--- config.mk ---
export PLATFORM = sky130hd
export DESIGN_NAME = fetch_req_unit
export DESIGN_NICKNAME = d
export VERILOG_FILES = /design/src/rtl/ariane_pkg.sv /design/src/rtl/fetch_resp_buffer.sv /design/src/rtl/fetch_req_unit.sv
export SDC_FILE = /design/constraint.sdc
export NUM_CORES = 1
export LEC_CHECK = 0
export BUFFER_PORTS_ARGS = -buffer_cell sky130_fd_sc_hd__buf_2
export CORE_ASPECT_RATIO = 2
export CORE_MARGIN = 2
export CORE_UTILIZATION = 50
export DETAILED_ROUTE_END_ITERATION = 16
export MAX_ROUTING_LAYER = met4
export PLACE_DENSITY = 0.78
export SLEW_MARGIN = 5
export SYNTH_ARGS = -nofsm -noshare
export SYNTH_HDL_FRONTEND = slang
export SYNTH_SLANG_ARGS = --single-unit
--- constraint.sdc ---
create_clock -name clk_i -period 13.9 [get_ports clk_i]
set_input_delay 2.085 -clock clk_i [delete_from_list [all_inputs] [get_ports clk_i]]
set_output_delay 2.085 -clock clk_i [all_outputs]
set_load 0.02 [all_outputs]
--- src/rtl/ariane_pkg.sv ---
// Shared fetch-path types: the front-end fetch entry plus the address/data pair
// carried from the memory response side into the fetch FIFO.
package ariane_pkg;

  localparam int unsigned FETCH_WORD_BYTES = 4;
  localparam int unsigned FETCH_ADDR_W     = 64;
  localparam int unsigned FETCH_DATA_W     = 32;

  typedef struct packed {
    logic [FETCH_ADDR_W-1:0] address;
    logic [FETCH_DATA_W-1:0] instruction;
  } fetch_entry_t;

  typedef struct packed {
    logic [FETCH_ADDR_W-1:0] addr;
    logic [FETCH_DATA_W-1:0] rdata;
  } fetch_resp_t;

endpackage

--- src/rtl/fetch_resp_buffer.sv ---
// Small registered FIFO of fetch_resp_t with a synchronous flush.
// Storage is reset so the head reads as zero straight out of reset.
module fetch_resp_buffer
  import ariane_pkg::*;
#(
  parameter int unsigned DEPTH = 2
) (
  input  logic                         clk_i,
  input  logic                         rst_i,
  input  logic                         flush_i,
  input  logic                         push_i,
  input  fetch_resp_t                  data_i,
  input  logic                         pop_i,
  output fetch_resp_t                  data_o,
  output logic [$clog2(DEPTH+1)-1:0]   usage_o,
  output logic                         full_o,
  output logic                         empty_o
);

  localparam int unsigned PW = (DEPTH > 1) ? $clog2(DEPTH) : 1;
  localparam int unsigned UW = $clog2(DEPTH + 1);

  fetch_resp_t     r_mem [DEPTH];
  logic [PW-1:0]   r_rdPtr;
  logic [PW-1:0]   r_wrPtr;
  logic [UW-1:0]   r_count;
  logic            w_push;
  logic            w_pop;

  function automatic logic [PW-1:0] ptrInc(input logic [PW-1:0] p);
    return (p == PW'(DEPTH - 1)) ? '0 : p + PW'(1);
  endfunction

  assign full_o  = (r_count == UW'(DEPTH));
  assign empty_o = (r_count == '0);
  assign usage_o = r_count;
  assign data_o  = r_mem[r_rdPtr];

  // A push into a full buffer is accepted only when the head leaves in the same cycle.
  assign w_pop  = pop_i && !empty_o;
  assign w_push = push_i && (!full_o || w_pop);

  always_ff @(posedge clk_i or posedge rst_i) begin
    if (rst_i) begin
      r_rdPtr <= '0;
      r_wrPtr <= '0;
      r_count <= '0;
      for (int unsigned i = 0; i < DEPTH; i++) begin
        r_mem[i] <= '0;
      end
    end else if (flush_i) begin
      r_rdPtr <= '0;
      r_wrPtr <= '0;
      r_count <= '0;
    end else begin
      if (w_push) begin
        r_mem[r_wrPtr] <= data_i;
        r_wrPtr        <= ptrInc(r_wrPtr);
      end
      if (w_pop) begin
        r_rdPtr <= ptrInc(r_rdPtr);
      end
      case ({w_push, w_pop})
        2'b10:   r_count <= r_count + UW'(1);
        2'b01:   r_count <= r_count - UW'(1);
        default: r_count <= r_count;
      endcase
    end
  end

endmodule

--- src/rtl/fetch_req_unit.sv ---
// Fetch request unit: owns the fetch PC, issues word requests under a credit limit,
// pairs returned words with their addresses and drops responses made stale by a redirect.
module fetch_req_unit
  import ariane_pkg::*;
#(
  parameter int unsigned NR_OUTSTANDING = 2,
  parameter logic [63:0] BOOT_ADDR      = 64'h0000_0000_8000_0000,
  parameter int unsigned ADDR_W         = 64,
  parameter int unsigned DATA_W         = 32
) (
  input  logic              clk_i,
  input  logic              rst_i,
  input  logic              set_pc_i,
  input  logic [ADDR_W-1:0] npc_i,
  output logic              instr_req_o,
  output logic [ADDR_W-1:0] instr_addr_o,
  input  logic              instr_gnt_i,
  input  logic              instr_rvalid_i,
  input  logic [DATA_W-1:0] instr_rdata_i,
  output logic              fetch_valid_o,
  output logic [ADDR_W-1:0] fetch_addr_o,
  output logic [DATA_W-1:0] fetch_rdata_o,
  input  logic              fetch_ready_i
);

  localparam int unsigned CW = $clog2(NR_OUTSTANDING + 1);
  localparam int unsigned SW = CW + 2;

  logic [ADDR_W-1:0] r_pc;
  logic [CW-1:0]     r_killCnt;
  logic [CW-1:0]     w_killNext;
  logic [CW-1:0]     w_nOut;
  logic [CW-1:0]     w_nBuf;
  logic [SW-1:0]     w_inUse;
  logic [SW-1:0]     w_killSum;
  logic              w_grant;
  logic              w_rvKilled;
  logic              w_rvLive;
  logic              w_respPush;
  logic              w_respPop;
  logic              w_respFull;
  logic              w_respEmpty;
  logic              w_aqFull;
  logic              w_aqEmpty;
  fetch_resp_t       w_aqIn;
  fetch_resp_t       w_aqHead;
  fetch_resp_t       w_respIn;
  fetch_resp_t       w_respHead;
  logic              w_unusedBits;

  // The address queue occupancy is exactly the granted-but-not-returned count.
  assign w_inUse     = SW'(w_nOut) + SW'(w_nBuf) + SW'(r_killCnt);
  assign instr_req_o = !rst_i && !set_pc_i && (w_inUse < SW'(NR_OUTSTANDING));
  assign instr_addr_o = r_pc;
  assign w_grant     = instr_req_o && instr_gnt_i;
  assign w_rvKilled  = instr_rvalid_i && (r_killCnt != '0);
  assign w_rvLive    = instr_rvalid_i && (r_killCnt == '0);

  assign w_respPush = w_rvLive && !set_pc_i;
  assign w_respPop  = fetch_valid_o && fetch_ready_i;

  always_comb begin
    w_aqIn         = '0;
    w_aqIn.addr    = FETCH_ADDR_W'(r_pc);
    w_respIn       = '0;
    w_respIn.addr  = w_aqHead.addr;
    w_respIn.rdata = FETCH_DATA_W'(instr_rdata_i);
  end

  // A redirect turns every in-flight request (including one granted this cycle) into a kill credit.
  always_comb begin
    w_killSum = SW'(r_killCnt) - SW'(w_rvKilled);
    if (set_pc_i) begin
      w_killSum = w_killSum + SW'(w_nOut) + SW'(w_grant) - SW'(w_rvLive);
    end
    w_killNext = CW'(w_killSum);
  end

  always_ff @(posedge clk_i or posedge rst_i) begin
    if (rst_i) begin
      r_pc <= ADDR_W'(BOOT_ADDR);
    end else if (set_pc_i) begin
      r_pc <= {npc_i[ADDR_W-1:2], 2'b00};
    end else if (w_grant) begin
      r_pc <= r_pc + ADDR_W'(FETCH_WORD_BYTES);
    end
  end

  // The memory side shares rst_i, so nothing stale can return after reset.
  always_ff @(posedge clk_i or posedge rst_i) begin
    if (rst_i) begin
      r_killCnt <= '0;
    end else begin
      r_killCnt <= w_killNext;
    end
  end

  fetch_resp_buffer #(
    .DEPTH (NR_OUTSTANDING)
  ) u_addrQueue (
    .clk_i   (clk_i),
    .rst_i   (rst_i),
    .flush_i (set_pc_i),
    .push_i  (w_grant),
    .data_i  (w_aqIn),
    .pop_i   (w_rvLive),
    .data_o  (w_aqHead),
    .usage_o (w_nOut),
    .full_o  (w_aqFull),
    .empty_o (w_aqEmpty)
  );

  fetch_resp_buffer #(
    .DEPTH (NR_OUTSTANDING)
  ) u_respBuffer (
    .clk_i   (clk_i),
    .rst_i   (rst_i),
    .flush_i (set_pc_i),
    .push_i  (w_respPush),
    .data_i  (w_respIn),
    .pop_i   (w_respPop),
    .data_o  (w_respHead),
    .usage_o (w_nBuf),
    .full_o  (w_respFull),
    .empty_o (w_respEmpty)
  );

  assign fetch_valid_o = !w_respEmpty;
  assign fetch_addr_o  = ADDR_W'(w_respHead.addr);
  assign fetch_rdata_o = DATA_W'(w_respHead.rdata);

  assign w_unusedBits = ^{w_aqHead.rdata, npc_i[1:0]};

  a_rvalidExpected: assert property (@(posedge clk_i) disable iff (rst_i)
    instr_rvalid_i |-> (w_nOut != '0 || r_killCnt != '0));
  a_liveHasAddr: assert property (@(posedge clk_i) disable iff (rst_i)
    w_rvLive |-> !w_aqEmpty);
  a_noGrantWhenFull: assert property (@(posedge clk_i) disable iff (rst_i)
    w_grant |-> !w_aqFull);
  a_noRespOverflow: assert property (@(posedge clk_i) disable iff (rst_i)
    (w_respPush && w_respFull) |-> w_respPop);
  a_nOutBound: assert property (@(posedge clk_i) disable iff (rst_i)
    w_nOut <= CW'(NR_OUTSTANDING));
  a_nBufBound: assert property (@(posedge clk_i) disable iff (rst_i)
    w_nBuf <= CW'(NR_OUTSTANDING));
  a_killBound: assert property (@(posedge clk_i) disable iff (rst_i)
    r_killCnt <= CW'(NR_OUTSTANDING));
  a_reqHeld: assert property (@(posedge clk_i) disable iff (rst_i)
    (instr_req_o && !instr_gnt_i) |=> (set_pc_i || (instr_req_o && $stable(instr_addr_o))));
  a_fetchHeld: assert property (@(posedge clk_i) disable iff (rst_i)
    (fetch_valid_o && !fetch_ready_i && !set_pc_i) |=>
    (fetch_valid_o && $stable(fetch_addr_o) && $stable(fetch_rdata_o)));

endmodule

==> flow_summary.toml, run 1 <==
[setup_path]
reg2reg_to = "u_addrQueue.r_mem[181]"
required_ns = 11.81
path_buf_inv = 2
path_class = "input port to primary output"
cp-start-kind = "input port"
cp-startpoint = "set_pc_i"
crit_chain = "buf_4 > nor4_4 > and2_1 > buf_2"
reg2reg_slack_ns = 8.99
arrival_ns = 3.21
worstReg2RegStart = "u_addrQueue.usage_o[1]"
critical_path.top_delay_family = "simple AND/OR/NAND/NOR gates"
cp-end-kind = "primary output"
critPathCapture = "instr_req_o"
r2r_cells = 11
crit_path_top_delay_cell = "nor4_4"
cp_num_cells = 4
cpPeakStageDelay_ns = 0.57
cp_max_fo = 8

[power]
p_sw_frac = 0.352
peakVddDrop_mv = 0.162
clockPowerShare = 0.228
comb_power_share = 0.324
p_switching_mw = 1.46
power.internal_mw = 2.70
power_density_nw_per_um2 = 202
seqPwrFrac = 0.448
leakagePower_nw = 9.38

[layout]
area_growth_pct = 14.7
n_fill_cell = 2939
postLayoutCoreUtil = 0.580
drive_gt1_frac = 0.269
final_net_count = 1879
final_area_sq_um = 20600
multi_input_area_sq_um = 7830
register_area_sq_um = 9620

[cts]
cts.htree.levels = 2
cts_sinks = 384
cts_tree = "built"
cts-resized-gates = 0
cts_setup_buffers = 0
clkSlewWorstSetupHoldPaths_ns = 0.06
ctsLongestPathBuffers = 3
clk_latency_ns = 0.53
cts_hold_buf = 0
cts_buffers = 36
root_buffer = "clkbuf_16"

[placement]
dp_slack_ns = 8.08
placed_area_sq_um = 19500
place_congestion = 0.848
dp_hpwl_um = 30800
io_buffers = 257

[outcome]
outcome = "finished clean"

[global_routing]
grt_overflow = 0
grt_pass1_vias = 13681
antenna_found_initial = 3
grt_use_total = 0.248
grt_pass1_wl_um = 73400
grt_max_degree = 173

[yosys]
synth_seq_area_share = 0.535
synth_async_sr_flop_share = 1.00
synth_flop_cell = "dfrtp_1"
ys_warn_count = 0
ys_ff_latch = 384
syn_avg_cell_area_sq_um = 11.5
synthesis.area_sq_um = 18000
ys_types = 62
synth_edf_count = 0
synth_cells = 1565

[route]
totalWireLength_um = 46100
num_vias = 13145
antenna_left = 0
drt_iter0_markers = 845
vias_per_cell = 5.84
drc = 0
wl_per_cell_um = 20.5
firstDrtPassIters = 5

[timing]
rsz0062_at_grt = "no"
finalHoldViolations = 0
post-route-period-util = 0.381
layout_setup_ws_ns = 8.61
skew_ns = 0.0215
fmax_mhz = 189
slew_headroom = 0.184
setup_viol = 0
finalSetupTns_ns = 0
finalMaxSlewViolations = 0
min_period_ns = 5.29
worst_pin_slew_ns = 1.22

[die]
die_w_um = 138
die_y_um = 272
io_pins = 264
core_sq_um = 35600
start_util = 0.506
num_rows = 98
die_area_sq_um = 37600

[run]
max_cap_viol_count = 0

[worst_hold_path]
min_path_type = "flip-flop to flip-flop"
[cell families after synthesis]
group / after synthesis / synth area share
multiplexers: 352 / 0.216
AND/OR/NAND/NOR: 423 / 0.120
buffers and inverters: 128 / 0.0322
other: 1 / 0.000209
flip-flops: 384 / 0.535
adder cells (fa/ha/maj): 7 / 0.00571
XOR/XNOR: 14 / 0.00682
AO/OA/AOI/OAI: 256 / 0.0853
[cell usage after synthesis, types with 7 or more instances]
cell | count | share of area
dfrtp_1 | 383 | 0.53
mux2_1 | 156 | 0.098
nor2_1 | 149 | 0.031
a21oi_1 | 143 | 0.040
mux2_2 | 127 | 0.080
nand2_1 | 79 | 0.016
mux2i_1 | 69 | 0.038
nand3_1 | 48 | 0.013
buf_2 | 45 | 0.013
clkbuf_1 | 37 | 0.0077
o211ai_1 | 27 | 0.011
nand4_1 | 25 | 0.0087
inv_1 | 20 | 0.0042
and3_1 | 19 | 0.0066
nor3_1 | 19 | 0.0053
o21ai_0 | 16 | 0.0045
or4_1 | 15 | 0.0063
buf_1 | 14 | 0.0029
a31oi_1 | 13 | 0.0045
o311ai_1 | 12 | 0.0058
and2_1 | 11 | 0.0038
buf_4 | 11 | 0.0046
o21ai_1 | 11 | 0.0031
nor4_1 | 9 | 0.0031
or3_1 | 9 | 0.0031
a221o_1 | 7 | 0.0039
xnor2_1 | 7 | 0.0034
xor2_1 | 7 | 0.0034
[placed cells by master (no fill, tap or decap), types with 9 or more instances in the layout]
| master | Yosys | final |
|---|---|---|
| nand4_1 | 25 | 25 |
| and2_1 | 11 | 11 |
| and3_1 | 19 | 18 |
| nor4_1 | 9 | 9 |
| a21oi_1 | 143 | 142 |
| o21ai_1 | 11 | 11 |
| o211ai_1 | 27 | 27 |
| o311ai_1 | 12 | 12 |
| mux2i_1 | 69 | 69 |
| dfrtp_1 | 383 | 381 |
| or4_1 | 15 | 15 |
| nor3_1 | 19 | 19 |
| o21ai_0 | 16 | 16 |
| buf_2 | 45 | 256 |
| mux2_1 | 156 | 156 |
| buf_4 | 11 | 15 |
| nand2_1 | 79 | 78 |
| or3_1 | 9 | 9 |
| mux2_2 | 127 | 127 |
| nor2_1 | 149 | 149 |
| a31oi_1 | 13 | 13 |
| nand3_1 | 48 | 48 |
| clkinv_2 | 0 | 10 |
| inv_1 | 20 | 19 |
| clkbuf_16 | 0 | 37 |
[per-layer routing]
| metal | track usage | wire length [um] | up-vias |
|---|---|---|---|
| met5 | - | 0 | - |
| met4 | 0.121 | 2340 | 0 |
| met3 | 0.0357 | 2140 | 119 |
| met2 | 0.435 | 24200 | 395 |
| met1 | 0.278 | 17400 | 6589 |
| li1 | - | - | 6042 |
[power groups by stage]
stage / registers, mW / clock network [mW] / logic (mW)
global route: 1.92 / 1.01 / 1.47
global placement: 1.83 / 0 / 1.31
floorplan: 1.80 / 0 / 0.994
detailed placement: 1.88 / 0 / 1.36
finish: 1.86 / 0.948 / 1.35
CTS: 1.86 / 0.972 / 1.37
[state kept, by name (all words and copies together) (netlist names)]
register	flops
instr_addr_o	62
u_respBuffer.r_rdPtr	1
u_respBuffer.usage_o	2
u_addrQueue.r_wrPtr	1
u_addrQueue.r_mem	124
u_respBuffer.r_wrPtr	1
u_addrQueue.r_rdPtr	1
u_respBuffer.r_mem	188
r_killCnt	2
u_addrQueue.usage_o	2
[final cells by class]
cell class | count | share of cell area
Sequential cell | 384 | 0.466
Multi-Input combinational cell | 1056 | 0.380
Timing Repair Buffer | 271 | 0.0676
Clock buffer | 50 | 0.0507
Tap cell | 450 | 0.0273
Inverter | 21 | 0.00419
Clock inverter | 13 | 0.00352
Antenna cell | 4 | 0.000485
[through the flow]
stage	power [mW]	hold WS [ns]	instances
after floorplan	2.80	0.452	1568
after global placement	3.14	0.462	2182
after detailed placement	3.24	0.473	2182
after CTS	4.20	0.487	2245
after global routing	4.41	0.501	2248
final	4.16	0.483	2249
[worst min path at each step]
stage                                 from                endpoint  slack (ns)  cells past startpoint
floorplan           u_respBuffer.r_mem[10]  u_respBuffer.r_mem[10]        0.45                      1
global placement    u_respBuffer.r_mem[12]  u_respBuffer.r_mem[12]        0.46                      1
detailed placement  u_respBuffer.r_mem[25]  u_respBuffer.r_mem[25]        0.47                      1
CTS                 u_respBuffer.r_mem[25]  u_respBuffer.r_mem[25]        0.49                      1
global route        u_respBuffer.r_mem[99]  u_respBuffer.r_mem[99]        0.50                      1
finish              u_addrQueue.r_mem[132]  u_addrQueue.r_mem[132]        0.48                      1
[worst reg2reg max path, cell delays in order (launching register included)]
cell and delay (ns):
dfrtp_1 0.40, inv_1 0.13, fa_1 0.53, inv_1 0.05, ha_1 0.31, nor4_4 0.52
nand2_2 0.08, buf_4 0.37, a21oi_1 0.43, nor2b_4 0.93, buf_4 0.64, mux2_1 0.41
Note: power is estimated with default switching activity, not from simulation.
==> run 2: changes to the inputs <==
==> constraint.sdc (replaced) <==
create_clock -name clk_i -period 5 [get_ports clk_i]
set_input_delay 0.75 -clock clk_i [delete_from_list [all_inputs] [get_ports clk_i]]
set_output_delay 0.75 -clock clk_i [all_outputs]
set_load 0.02 [all_outputs]
==> run 2 against run 1 <==
  * Combinational power grew to 2.8 times the previous value
  * Global-route usage hardly changed
  * First-iteration DRC count is 0.59% higher
  * Sequential cell count stayed put
  * Die area stayed put
  * Setup slack worse by 7.5 ns
  * Sequential power grew to 2.8 times the previous value
  * Clock power grew to 2.9 times the previous value
  * Routed wire length is 1.2% lower
  * Hold slack worse by 0.059 ns
  * Critical path depth is 8 higher
  * Critical path type is now flip-flop to flip-flop
  * Largest cell class unchanged
  * Highest routed layer unchanged
==> flow_summary.toml, run 2 (synthesized netlist as in run 1, its figures left out) <==
[route]
vias_per_cell = 5.85
drt_iter0_markers = 850
totalWireLength_um = 45600
wl_per_cell_um = 20.2
antenna_left = 0
num_vias = 13198
drc = 0
firstDrtPassIters = 5

[global_routing]
grt_use_total = 0.248
grt_pass1_vias = 13733
grt_overflow = 0
grt_max_degree = 169
antenna_found_initial = 9
grt_pass1_wl_um = 72800

[timing]
finalHoldViolations = 0
slew_headroom = 0.327
worst_pin_slew_ns = 1.01
post-route-period-util = 0.787
finalMaxSlewViolations = 0
whs_ns = 0.424
rsz0062_at_grt = "no"
setup_viol = 0
min_period_ns = 3.93
fmax_mhz = 254
skew_ns = 0.0175

[die]
io_pins = 264
die_y_um = 272
start_util = 0.506
num_rows = 98
core_sq_um = 35600
die_area_sq_um = 37600
die_w_um = 138

[cts]
cts_tree = "built"
cts_buffers = 35
cts_hold_buf = 0
root_buffer = "clkbuf_16"
cts_setup_buffers = 0
ctsLongestPathBuffers = 3
cts-resized-gates = 0
cts_sinks = 384
clk_latency_ns = 0.53
cts.htree.levels = 2
clkSlewWorstSetupHoldPaths_ns = 0.06

[power]
leakagePower_nw = 9.43
power_density_nw_per_um2 = 562
peakVddDrop_mv = 0.371

[worst_hold_path]
min_path_type = "input port to flip-flop"
hold_depth = 3
worst_hold_path.endpoint = "instr_addr_o[3]"
hp-start = "npc_i[3]"

[placement]
place_congestion = 0.839
dp_hpwl_um = 30800
io_buffers = 257

[layout]
final_common_cell = "dfrtp_1"
postLayoutCoreUtil = 0.584
n_fill_cell = 2893
largest_reg_flops = 188
drive_gt1_frac = 0.269
final_net_count = 1882
area_growth_pct = 15.5
regMostFlops = "u_respBuffer.r_mem"
layout_common_cells = "381 x dfrtp_1, 256 x buf_2, 156 x mux2_1"

[setup_path]
arrival_ns = 4.39
required_ns = 5.46
reg2reg_slack_ns = 1.07
path_class = "flip-flop to flip-flop"
cp_max_fo = 80
cp-start-kind = "flip-flop"
worstReg2RegStart = "u_addrQueue.usage_o[1]"
cp-startpoint = "u_addrQueue.usage_o[1]"
reg2reg_to = "instr_addr_o[56]"
r2r_cells = 12
cp-end-kind = "flip-flop"

[run]
max_cap_viol_count = 0

[outcome]
outcome = "finished clean"
-- run 2: worst max-delay path, stage by stage, from the launching register on --
cell,delay (ns)
dfrtp_1,0.40
inv_1,0.12
fa_1,0.51
inv_1,0.04
ha_1,0.31
nor4_4,0.51
nand2_2,0.10
buf_4,0.39
inv_2,0.51
buf_4,0.33
nand3_1,0.11
or4_1,0.41
nand3_1,0.09
-- run 2: per-stage QoR --
step	worst slack, ns	area (sq um)	instances	TNS (ns)	power [mW]
2_1_floorplan	-0.911	18000	1568	-348.97	7.78
3_3_place_gp	1.17	19600	2186	0	8.74
3_5_place_dp	1.12	19600	2186	0	9.00
4_1_cts	1.10	20700	2248	0	11.8
5_1_grt	0.799	20800	2257	0	12.4
6_report	1.07	20800	2257	0	11.7
-- run 2: layout make-up --
cell class / count / area [sq um] / share of cell area
Inverter: 21 / 82.6 / 0.00398
Multi-Input combinational cell: 1056 / 7830 / 0.377
Clock buffer: 51 / 1040 / 0.0500
Sequential cell: 384 / 9620 / 0.463
Clock inverter: 11 / 135 / 0.00651
Timing Repair Buffer: 275 / 1470 / 0.0710
Tap cell: 450 / 563 / 0.0271
Antenna cell: 9 / 22.5 / 0.00108
-- run 2: worst max path at each step --
stage                     cells past startpoint          endpoint
final                                        12  instr_addr_o[56]
after global routing                         12  instr_addr_o[56]
after CTS                                    12  instr_addr_o[56]
after detailed placement                     12  instr_addr_o[56]
after global placement                       13      r_killCnt[1]
after floorplan                               1  instr_addr_o[10]
-- run 2: report_power, final --
part / switching (mW) / internal, mW / total [mW] / leakage, nW
Combinational: 2.06 / 1.67 / 3.73 / 4.07
Sequential: 0.803 / 4.37 / 5.17 / 4.79
Clock: 1.16 / 1.60 / 2.76 / 0.575
Total: 4.03 / 7.64 / 11.7 / 9.43
-- run 2: per-layer routing --
metal | vias up | share of wire | track usage
met1 | 6546 | 0.37 | 0.277
met5 | - | 0 | -
met3 | 137 | 0.052 | 0.0404
met2 | 454 | 0.52 | 0.428
li1 | 6061 | - | -
met4 | 0 | 0.057 | 0.131
==> run 3: changes to the inputs <==
==> constraint.sdc (replaced) <==
create_clock -name clk_i -period 3.7 [get_ports clk_i]
set_input_delay 0.555 -clock clk_i [delete_from_list [all_inputs] [get_ports clk_i]]
set_output_delay 0.555 -clock clk_i [all_outputs]
set_load 0.02 [all_outputs]
==> run 3 against run 2 <==
  * Count of clock-buffer cells in the layout is 4 lower
  * Sequential share of layout area fell by 0.32 points
  * Die area unchanged
  * Cell count is 0.71% higher
  * Sequential cell count is the same
  * First-iteration DRC count grew 9.2%
==> flow_summary.toml, run 3 (synthesized netlist as in run 1, its figures left out) <==
[timing]
finalMaxSlewViolations = 0
fmax_mhz = 301
finalSetupTns_ns = 0
slew_headroom = 0.338
rsz0062_at_grt = "no"
layout_setup_ws_ns = 0.374
finalHoldViolations = 0
setup_viol = 0
skew_ns = 0.0193
post-route-period-util = 0.899
min_period_ns = 3.33
whs_ns = 0.236
worst_pin_slew_ns = 0.991

[cts]
cts_setup_buffers = 0
cts_buffers = 36
cts-resized-gates = 0
clkSlewWorstSetupHoldPaths_ns = 0.07
cts_hold_buf = 0
root_buffer = "clkbuf_16"
cts_tree = "built"
cts.htree.levels = 2
ctsLongestPathBuffers = 3
cts_sinks = 384
clk_latency_ns = 0.54

[setup_path]
required_ns = 4.10
path_buf_inv = 3
arrival_ns = 3.72
cp-start-kind = "flip-flop"
crit_top_cell = "inv_1"
path_class = "flip-flop to flip-flop"
cpPeakStageDelay_ns = 0.52
critical_path.top_delay_family = "adder cells"
crit_path_top_delay_cell = "fa_1"
cp-end-kind = "flip-flop"
crit_chain = "inv_1 > fa_1 > inv_1 > ha_1 > nor4_4 > nand2_2 > a21oi_1 > nor2b_4 > buf_12 > mux2_1"
cp_max_fo = 63

[placement]
io_buffers = 257
placed_area_sq_um = 19700
place_congestion = 0.852
dp_slack_ns = 0.376
dp_hpwl_um = 32400

[global_routing]
grt_pass1_wl_um = 73100
grt_use_total = 0.248
grt_max_degree = 90
antenna_found_initial = 9
grt_pass1_vias = 13661
grt_overflow = 0

[layout]
drive_gt1_frac = 0.275
area_growth_pct = 16.3
final_net_count = 1897
layout_common_cells = "381 x dfrtp_1, 256 x buf_2, 156 x mux2_1"
regMostFlops = "u_respBuffer.r_mem"
final_common_cell = "dfrtp_1"
final_area_sq_um = 20900
largest_reg_flops = 188

[die]
io_pins = 264
die_area_sq_um = 37600
start_util = 0.506
num_rows = 98
die_y_um = 272
core_sq_um = 35600
die_w_um = 138

[route]
firstDrtPassIters = 6
drc = 0
antenna_left = 0
drt_iter0_markers = 928
totalWireLength_um = 46200
num_vias = 13286
vias_per_cell = 5.85
wl_per_cell_um = 20.3

[power]
power_mw = 15.8
p_switching_mw = 5.54
power_density_nw_per_um2 = 755
leakagePower_nw = 9.51
power.internal_mw = 10.2
clockPowerShare = 0.232
seqPwrFrac = 0.443
p_sw_frac = 0.351
comb_power_share = 0.325
peakVddDrop_mv = 0.553

[run]
max_cap_viol_count = 0

[outcome]
outcome = "finished clean"

[worst_hold_path]
min_path_type = "input port to flip-flop"
==> run 3: cell types whose count changed in the layout (fill, tap and decap cells not counted) <==
| cell | change |
|---|---|
| buf_12 | +5 |
| buf_4 | +9 |
| bufinv_16 | -1 |
| clkbuf_1 | -1 |
| clkbuf_8 | -3 |
| clkinv_2 | +1 |
| clkinv_4 | +1 |
| clkinv_8 | +1 |
| clkinvlp_4 | +1 |
| diode_2 | +2 |
| inv_6 | +1 |
==> run 3: worst paths after layout <==
path,startpoint,to,slack [ns],cells past startpoint
worst max register to register,u_addrQueue.usage_o[1],u_addrQueue.r_mem[157],0.37,10
worst min-delay path,npc_i[35],instr_addr_o[35],0.24,3
max in group asynchronous,rst_i,u_respBuffer.r_mem[71],2.29,3
worst max-delay path,u_addrQueue.usage_o[1],u_addrQueue.r_mem[157],0.37,10
min in group asynchronous,rst_i,u_addrQueue.usage_o[1],0.27,2
worst min register to register,u_respBuffer.r_mem[97],u_respBuffer.r_mem[97],0.48,1
==> run 3: power groups by stage <==
stage               combinational, mW  clock [mW]  sequential (mW)
floorplan                        3.73           0             6.78
global placement                 4.94           0             6.90
detailed placement               5.15           0             7.06
CTS                              5.19        3.76             6.98
global route                     5.58        3.92             7.20
finish                           5.12        3.66             7.00
==> run 3: final cells by class <==
| cell class | count | area (sq um) |
|---|---|---|
| well taps | 450 | 563 |
| repair buffers | 289 | 1640 |
| diodes | 11 | 27.5 |
| inverters | 21 | 82.6 |
| flip-flops and latches | 384 | 9620 |
| fillers | 2924 | 14700 |
| clock buffers | 47 | 993 |
| multi-input cells | 1056 | 7830 |
| clock inverters | 15 | 151 |
==> run 3: worst register-to-register path: stages, from the launching register on <==
cell and delay, ns:
dfrtp_1 0.40, inv_1 0.13, fa_1 0.52, inv_1 0.04, ha_1 0.31, nor4_4 0.24, nand2_2 0.18, a21oi_1 0.37
nor2b_4 0.24, buf_12 0.36, mux2_1 0.39
==> run 3: per-stage QoR <==
stage                      util  std cells
after global routing      0.588       2271
after detailed placement  0.555       2200
after global placement    0.555       2200
after CTS                 0.587       2262
after floorplan               -       1568
final                     0.588       2273
==> run 3: metal layers <==
metal	vias up	track usage	wire, um	share of wire
met4	0	0.136	2540	0.055
met3	140	0.0364	2340	0.051
li1	6102	-	-	-
met5	-	-	0	0
met1	6578	0.275	17100	0.37
met2	466	0.429	24200	0.52
